### src/rtl/checker_pkg.sv
// Shared definitions for the checker stream arbiter: FSM encoding, framing
// characters and format-result codes.
package checker_pkg;

   typedef enum logic [1:0] {
      ST_IDLE    = 2'd0,
      ST_STREAM  = 2'd1,
      ST_FLUSH   = 2'd2,
      ST_CAPTURE = 2'd3
   } state_t;

   localparam logic [7:0] CH_START = 8'h5E;  // '^'
   localparam logic [7:0] CH_END   = 8'h23;  // '#'
   localparam logic [7:0] CH_NUL   = 8'h00;

   localparam logic [1:0] FMT_INVALID = 2'd0;
   localparam logic [1:0] FMT_TYPE_A  = 2'd1;
   localparam logic [1:0] FMT_TYPE_B  = 2'd2;
   localparam logic [1:0] FMT_TYPE_C  = 2'd3;

   function automatic logic [1:0] owner_onehot(input logic owner);
      return owner ? 2'b10 : 2'b01;
   endfunction

endpackage

### src/rtl/stream_watchdog.sv
// Saturating-free event counter with terminal-count detect; used both for
// consecutive stall cycles and for record length.
module stream_watchdog #(
   parameter int LIMIT = 16
) (
   input  logic clk,
   input  logic reset,
   input  logic tick,
   input  logic clear,
   output logic expired
);

   localparam int             W  = $clog2(LIMIT + 1);
   localparam logic [W-1:0]   TC = W'(LIMIT - 1);

   logic [W-1:0] count;

   // clear together with tick restarts the count at one (the ticking event itself)
   always_ff @(posedge clk or negedge reset) begin
      if (!reset)
         count <= '0;
      else if (clear)
         count <= tick ? W'(1) : '0;
      else if (tick)
         count <= count + W'(1);
   end

   assign expired = tick && !clear && (count == TC);

endmodule

### src/rtl/checker_stream_arbiter.sv
// Two-requester arbiter feeding one shared format checker with framed
// '^' ... '#' records, reporting one result per record.
//
// state   | meaning
// --------+--------------------------------------------------------------
// IDLE    | both ready, non-'^' discarded, waiting for a record start
// STREAM  | owner locked, characters forwarded one cycle late
// FLUSH   | '#' on chk_char, nobody ready
// CAPTURE | checker result valid on fmt_type, latched at end of cycle
module checker_stream_arbiter
   import checker_pkg::*;
#(
   parameter int TIMEOUT = 16,
   parameter int MAX_LEN = 48
) (
   input  logic       clk,
   input  logic       reset,
   input  logic       req0_valid,
   input  logic [7:0] req0_char,
   output logic       req0_ready,
   input  logic       req1_valid,
   input  logic [7:0] req1_char,
   output logic       req1_ready,
   output logic [7:0] chk_char,
   input  logic [1:0] fmt_type,
   output logic       res_valid,
   output logic       res_id,
   output logic [1:0] res_type,
   output logic [1:0] grant
);

   state_t     state;
   logic       owner;
   logic       prio;

   logic       idle;
   logic       streaming;
   logic       start0;
   logic       start1;
   logic       both_start;
   logic       start_acc;
   logic       start_id;
   logic       own_valid;
   logic [7:0] own_char;
   logic       own_acc;

   logic       len_tick;
   logic       len_clear;
   logic       len_exp;
   logic       stall_tick;
   logic       stall_clear;
   logic       stall_exp;

   always_comb begin
      idle       = (state == ST_IDLE);
      streaming  = (state == ST_STREAM);
      start0     = req0_valid && (req0_char == CH_START);
      start1     = req1_valid && (req1_char == CH_START);
      both_start = start0 && start1;
      start_acc  = idle && (start0 || start1);
      start_id   = both_start ? prio : start1;
      own_valid  = owner ? req1_valid : req0_valid;
      own_char   = owner ? req1_char : req0_char;
      own_acc    = streaming && own_valid;

      // only a tie on '^' holds off the non-priority requester while idle
      req0_ready = idle ? !(both_start && prio)  : (streaming && !owner);
      req1_ready = idle ? !(both_start && !prio) : (streaming && owner);

      len_tick    = start_acc || own_acc;
      len_clear   = !streaming || (own_acc && (own_char == CH_START));
      stall_tick  = streaming && !own_valid;
      stall_clear = !streaming || own_valid;
   end

   assign grant = idle ? 2'b00 : owner_onehot(owner);

   stream_watchdog #(.LIMIT(MAX_LEN)) u_len_wd (
      .clk     (clk),
      .reset   (reset),
      .tick    (len_tick),
      .clear   (len_clear),
      .expired (len_exp)
   );

   stream_watchdog #(.LIMIT(TIMEOUT)) u_stall_wd (
      .clk     (clk),
      .reset   (reset),
      .tick    (stall_tick),
      .clear   (stall_clear),
      .expired (stall_exp)
   );

   always_ff @(posedge clk or negedge reset) begin
      if (!reset) begin
         state     <= ST_IDLE;
         owner     <= 1'b0;
         prio      <= 1'b0;
         chk_char  <= CH_NUL;
         res_valid <= 1'b0;
         res_id    <= 1'b0;
         res_type  <= FMT_INVALID;
      end else begin
         res_valid <= 1'b0;
         chk_char  <= CH_NUL;
         case (state)
            ST_IDLE: begin
               if (start_acc) begin
                  owner    <= start_id;
                  chk_char <= CH_START;
                  state    <= ST_STREAM;
               end
            end
            ST_STREAM: begin
               if (own_acc && (own_char == CH_END)) begin
                  chk_char <= CH_END;
                  state    <= ST_FLUSH;
               end else if ((own_acc && len_exp) || stall_exp) begin
                  // aborted record: the truncating character is not forwarded
                  res_valid <= 1'b1;
                  res_id    <= owner;
                  res_type  <= FMT_INVALID;
                  prio      <= ~owner;
                  state     <= ST_IDLE;
               end else if (own_acc) begin
                  chk_char <= own_char;
               end
            end
            ST_FLUSH: begin
               state <= ST_CAPTURE;
            end
            ST_CAPTURE: begin
               res_valid <= 1'b1;
               res_id    <= owner;
               res_type  <= fmt_type;
               prio      <= ~owner;
               state     <= ST_IDLE;
            end
            default: state <= ST_IDLE;
         endcase
      end
   end

endmodule

### config.mk
export PLATFORM = sky130hd
export DESIGN_NAME = checker_stream_arbiter
export DESIGN_NICKNAME = d
export VERILOG_FILES = /design/src/rtl/checker_pkg.sv /design/src/rtl/stream_watchdog.sv /design/src/rtl/checker_stream_arbiter.sv
export SDC_FILE = /design/constraint.sdc
export NUM_CORES = 1
export LEC_CHECK = 0
export ABC_CLOCK_PERIOD_IN_PS = 3100
export CORE_MARGIN = 4
export CORE_UTILIZATION = 54
export CTS_BUF_LIST = sky130_fd_sc_hd__clkbuf_4 sky130_fd_sc_hd__clkbuf_8
export DETAILED_ROUTE_END_ITERATION = 10
export PLACE_DENSITY_LB_ADDON = 0.1
export SLEW_MARGIN = 10
export SYNTH_ARGS = -nofsm -noshare
export SYNTH_HDL_FRONTEND = slang
export SYNTH_SLANG_ARGS = --single-unit
### constraint.sdc
create_clock -name clk -period 3.1 [get_ports clk]
set_input_delay 0.465 -clock clk [delete_from_list [all_inputs] [get_ports clk]]
set_output_delay 0.465 -clock clk [all_outputs]
set_load 0.01 [all_outputs]
Yosys cells after proc, flatten, opt, wreduce, memory -nomap -nowiden
Cells that the tools add are included.
Storage, ports and cells
  bits in registers: 27
  input bits: 22
  output and inout bits: 16
  word-level logic and storage cells: 95
Operators by class
  add/subtract/negate cells: 2
  eq/ne operators: 13
  muxes and demuxes: 33
  bitwise logic cells: 1
  reduce and logical (&&, ||, !) cells: 37
Operators by type and width (number)
  $mux 8: 4
  $eq 8x7->1 const B: 3
  $logic_and 1x1->1: 17
  $pmux 8 s2: 1
  $mux 1: 12
  $mux 2: 6
  $mux 6: 2
  $mux 5: 2
  $eq 8x6->1 const B: 1
  $logic_not 1->1: 8
  $pmux 2 s4: 1
  $mux 7: 1
  $add 6x1->6 const B: 1
  $eq 6x6->1 const B: 1
  $pmux 1 s2: 3
  $reduce_bool 2->1: 3
  $add 5x1->5 const B: 1
  $eq 5x4->1 const B: 1
  $logic_or 1x1->1: 5
  $eq 2x2->1 const B: 2
  $ne 2x1->1 const B: 2
  $pmux 2 s2: 1
  $reduce_and 2->1: 2
  $ne 3x1->1 const B: 1
  other kinds (5): 5

Logic depth before layout (Yosys ltp)
  word-level depth: 12
  depth in mapped cells: 8
  depth with buffers taken out: 7

Hierarchy
From an unflattened synthesis, not the netlist that was laid out.
Unflattened totals
  cell total of the unflattened synthesis: 139
  area, all modules: 1508.9 µm²
By module, submodules not included
  checker_stream_arbiter: times used 1, cells each 87, area an instance 924.6 µm², sequential area each 400.4 µm²
  stream_watchdog (u_len_wd): times used 1, cells each 27, area an instance 296.5 µm², sequential area each 150.1 µm²
  stream_watchdog (u_stall_wd): times used 1, cells each 25, area an instance 287.8 µm², sequential area each 125.1 µm²

Worst setup path after synthesis
No wires, ideal clock.
  kind: in2reg
  start: input req1_char[5]
  end: register res_id
  setup time: 0.125 ns
  arrival time: 1.838 ns
  setup slack: 1.137 ns
  cell stages on the path: 6
  path buffers: 0
  cells stage by stage: nand4bb_4 > or3_1 > a21oi_2 > a211oi_2 > o21ai_4 > mux2_4
On the way
  cells in the longest elaborated chain, start to end: 11
  elaborated cells between the ends (all ways): 19
  classes of those cells: eq/ne (5); mux (1); reduce/logical (13)
Ends and longest elaborated chain
  start, declared: RTL line checker_stream_arbiter.sv:22  | input logic [7:0] req1_char,
  $mux 8 or $eq 8x7->1 (tied branches): RTL line checker_stream_arbiter.sv:63, checker_stream_arbiter.sv:58
  $eq 8x7->1 or $logic_and 1x1->1 (tied branches): RTL line checker_stream_arbiter.sv:71, checker_stream_arbiter.sv:58
  $logic_and 1x1->1 or $logic_or 1x1->1 (tied branches): RTL line checker_stream_arbiter.sv:71, checker_stream_arbiter.sv:60
  $logic_or 1x1->1 or $logic_and 1x1->1 (tied branches): RTL line checker_stream_arbiter.sv:71, checker_stream_arbiter.sv:60
  $logic_not 1->1 or $logic_or 1x1->1 (tied branches): RTL line stream_watchdog.sv:28, checker_stream_arbiter.sv:70
  $logic_and 1x1->1 (2 in a row): RTL line stream_watchdog.sv:28  | assign expired = tick && !clear && (count == TC);
  $logic_and 1x1->1: RTL line checker_stream_arbiter.sv:118  | end else if ((own_acc && len_exp) || stall_exp) begin
  $logic_or 1x1->1: RTL line checker_stream_arbiter.sv:118
  $ne 2x1->1 (no line)
  $reduce_and 3->1 (no line) *
  end signal, assigned: RTL line checker_stream_arbiter.sv:121  | res_id <= owner;
  end signal, assigned: RTL line checker_stream_arbiter.sv:134  | res_id <= owner;
  end, declared: RTL line checker_stream_arbiter.sv:27  | output logic res_id,
Every way passes the cells marked *; elsewhere a longest branch is shown, timed or not.
A chain may end at the register's enable or synchronous reset.

Final worst setup path
  start: input req1_char[5]
  end: output req0_ready
On the way
  cells in the longest elaborated chain, start to end: 6
Ends and longest elaborated chain
  $eq 8x7->1: RTL line checker_stream_arbiter.sv:58  | start1 = req1_valid && (req1_char == CH_START);
  $logic_and 1x1->1: RTL line checker_stream_arbiter.sv:58
  $logic_and 1x1->1: RTL line checker_stream_arbiter.sv:59  | both_start = start0 && start1;
  $logic_and 1x1->1: RTL line checker_stream_arbiter.sv:67  | req0_ready = idle ? !(both_start && prio) : (streaming && !owner);
  $logic_not 1->1: RTL line checker_stream_arbiter.sv:67
  $mux 1: RTL line checker_stream_arbiter.sv:67
  end, declared: RTL line checker_stream_arbiter.sv:20  | output logic req0_ready,
Every way passes these cells.

==> flow_summary_export.csv <==
group,metric,value,unit
detailed_routing,dr.pass1.iters,4,
power_and_ir_drop,ir_drop,0.000293,V
place,port_buffers,37,
cts,worst_skew_pair.late_latency,330,ps
sta,fmax,346,MHz
worst_setup_path,path_buf_inv,2,
worst_setup_path,startpoint_type,"input port",
logic_synthesis,synth_nets,173,
cts,postCtsHoldBufs,0,
min_path,hold_path_startpoint,"u_stall_wd.count[0]",
place,place_ws,229,ps
worst_setup_path,max_stage_delay,480,ps
sta,finalSetupTns,0,ps
sta,hold_violations,0,
logic_synthesis,ys.flop_type,"dfrtp_1",
detailed_routing,drt_iter0_markers,89,
detailed_routing,wirelength,3.39,mm
cts,clock-sinks,27,
logic_synthesis,postSynth.asyncResetShare,1.00,
finish,final_cell_mix,"clkdlybuf4s50_1, dfrtp_1, nand2_1",
finish,area_growth,27.9,%
die,placement_rows,19,
min_path,hold_depth,1,
sta,min_period,2890,ps
detailed_routing,ant_nets,0,
finish,seqCellArea,676,um^2
sta,setup_slack,209,ps
finish,layout.nets,212,
power_and_ir_drop,powerDensity,405,mW/mm^2
logic_synthesis,synthCells,148,
cts,cts_inserted_buffers,3,
global_routing,grt_pass1_wl,5.29,mm
logic_synthesis,yosys_warnings,0,
die,start_util,0.558,
job,maxCapViolCount,0,
worst_setup_path,required,2630,ps
detailed_routing,drc,0,
die,core,0.00273,mm^2
global_routing,grt_start_max_net_pins,28,
worst_setup_path,worstRegToRegCells,7,
detailed_routing,wl_per_cell,15.6,um
logic_synthesis,ys_ff_latch,27,
worst_setup_path,reg2reg_slack,780,ps
place,hpwl,2.63,mm
power_and_ir_drop,power.total,0.790,mW
cts,tritoncts,"yes",
logic_synthesis,syn-cell-area,0.00153,mm^2
sta,relSlewSlack,0.722,
cts,cts.htree.levels,1,
sta,slew_viol_final,0,
finish,drive_gt1_frac,0.0914,
sta,tightest_slew,417,ps
logic_synthesis,avgSynthCellArea,10.3,um^2
finish,final_common_cell,"clkdlybuf4s50_1",
detailed_routing,via_per_inst,5.92,
cts,cts_resized,0,
finish,nFillCells,206,
worst_setup_path,worstPathArrival,2430,ps
worst_setup_path,path_common_cell,"clkdlybuf4s50_1",
worst_setup_path,worst_setup_path_end_kind,"output pin",
min_path,hold_path_end,"u_stall_wd.count[0]",
worst_setup_path,slowest_stage,"clkdlybuf4s50_1",
logic_synthesis,synth_area_leader_cell,"dfrtp_1",
cts,root_buffer,"clkbuf_4",
die,fp.dieH,61.2,um
sta,finalCritPeriodShare,0.933,
finish,antenna_cells,0,
global_routing,grt_overflow,0,
worst_setup_path,cp_cell_sequence,"clkdlybuf4s50_1, nand4bb_4, nor3_2, nand2_1, o311a_1, clkdlybuf4s50_1",
finish,multi_input_area,792,um^2
sta,rsz0062_at_grt,"false",
global_routing,grt_antenna_before_repair,0,
worst_setup_path,critPathTopFamily,"buffers and inverters",
min_path,hp-class,"flip-flop to flip-flop",
logic_synthesis,synth-edff-count,0,
worst_setup_path,crit_type,"input port to output pin",
power_and_ir_drop,leakage,0.808,nW
logic_synthesis,yosysTopAreaCellShare,0.443,
die,die_w,61.2,um
cts,cts.clk_slew.worst_paths,140,ps
global_routing,grt_usage,0.190,
sta,fin_skew,3.43,ps
die,die_area,0.00374,mm^2
cts,post_cts_buffers,0,
run_status,status,"finished clean",
logic_synthesis,yosysSeqAreaShare,0.443,
cts,cts_max_path_buffers,2,
die,top_level_ports,38,
place,gp_congestion,0.842,
detailed_routing,vias,1285,
worst_setup_path,r2r-end,"res_id",
logic_synthesis,yosysUniqueCellTypes,49,
sta,setup_violations,0,
global_routing,first_global_vias,1191,
worst_setup_path,startpoint,"req1_char[5]",
worst_setup_path,r2r-start,"owner",
worst_setup_path,cp_max_fo,5,
logic_synthesis,synth_top_cells_by_area,"dfrtp_1, mux2i_1, nand2_1, nor2_1, a31oi_1",
## routing by layer
metal  up-vias  wire, um  part of all wire  global-route usage
met3         7       148             0.044              0.0419
met2        41      1620              0.48               0.296
met5         -         0                 0                   0
li1        620         -                 -                   -
met1       617      1570              0.46               0.258
met4         0        55             0.016              0.0743
## synthesized netlist by cell type, types with 2 or more instances
cell type and instances:
or3_1 2, o31ai_1 4, dfrtp_1 27, a21oi_1 7, o21ai_0 4, nand2_1 12
nand3b_1 2, nor2b_1 2, ha_1 3, o211ai_1 2, nor3_1 2, clkbuf_1 2
and3_1 2, nand3_1 5, xnor2_1 4, nor3b_1 3, nor2_1 11, a31oi_1 6
inv_1 8, a32o_1 3, mux2i_1 9
## kinds of logic after synthesis
logic type,count (synthesis),share of synthesized area
simple gates,54,0.216
fa+ha+maj,3,0.0246
mux,11,0.0836
compound gates,35,0.166
buf+inv,13,0.0385
flops,27,0.443
xor+xnor,5,0.0287
## where the power goes
part | leakage [nW] | internal [mW] | switching, mW
logic | 0.424 | 0.109 | 0.116
clock network | 0.0184 | 0.0592 | 0.103
registers | 0.366 | 0.373 | 0.0286
total | 0.808 | 0.542 | 0.248
## worst max path at each step
stage | endpoint | slack (ps) | cells after the start
4_1_cts | req0_ready | 220 | 6
2_1_floorplan | res_id | 1140 | 6
3_3_place_gp | req0_ready | 250 | 6
5_1_grt | req0_ready | 120 | 6
3_5_place_dp | req0_ready | 230 | 6
6_report | req0_ready | 210 | 6
## registers in the layout, indices dropped and copies added, names as in the netlist
name,cells
u_len_wd.count,6
res_valid,1
owner,1
res_type,2
res_id,1
u_stall_wd.count,5
chk_char,8
prio,1
state,2
## worst register-to-register path, stage by stage, from the launching register on
cell,delay (ps)
dfrtp_1,530
buf_4,270
nor3b_1,220
a31oi_1,110
nor3_1,390
a211oi_2,160
o21ai_4,220
mux2_4,320
## layout make-up
| class | count | area share |
|---|---|---|
| multi-input cells | 108 | 0.406 |
| flip-flops and latches | 27 | 0.346 |
| repair buffers | 39 | 0.197 |
| well taps | 31 | 0.0199 |
| clock buffers | 4 | 0.0154 |
| inverters | 8 | 0.0154 |
## metrics by stage
| step | util | hold slack, ps | cell area [um^2] | std cells |
|---|---|---|---|---|
| after floorplan | - | 169 | 1530 | 148 |
| after global placement | 0.703 | 448 | 1920 | 213 |
| after detailed placement | 0.703 | 451 | 1920 | 213 |
| after CTS | 0.714 | 470 | 1950 | 217 |
| after global routing | 0.714 | 483 | 1950 | 217 |
| final | 0.714 | 465 | 1950 | 217 |
No activity file was read; power rests on OpenSTA's default activity.
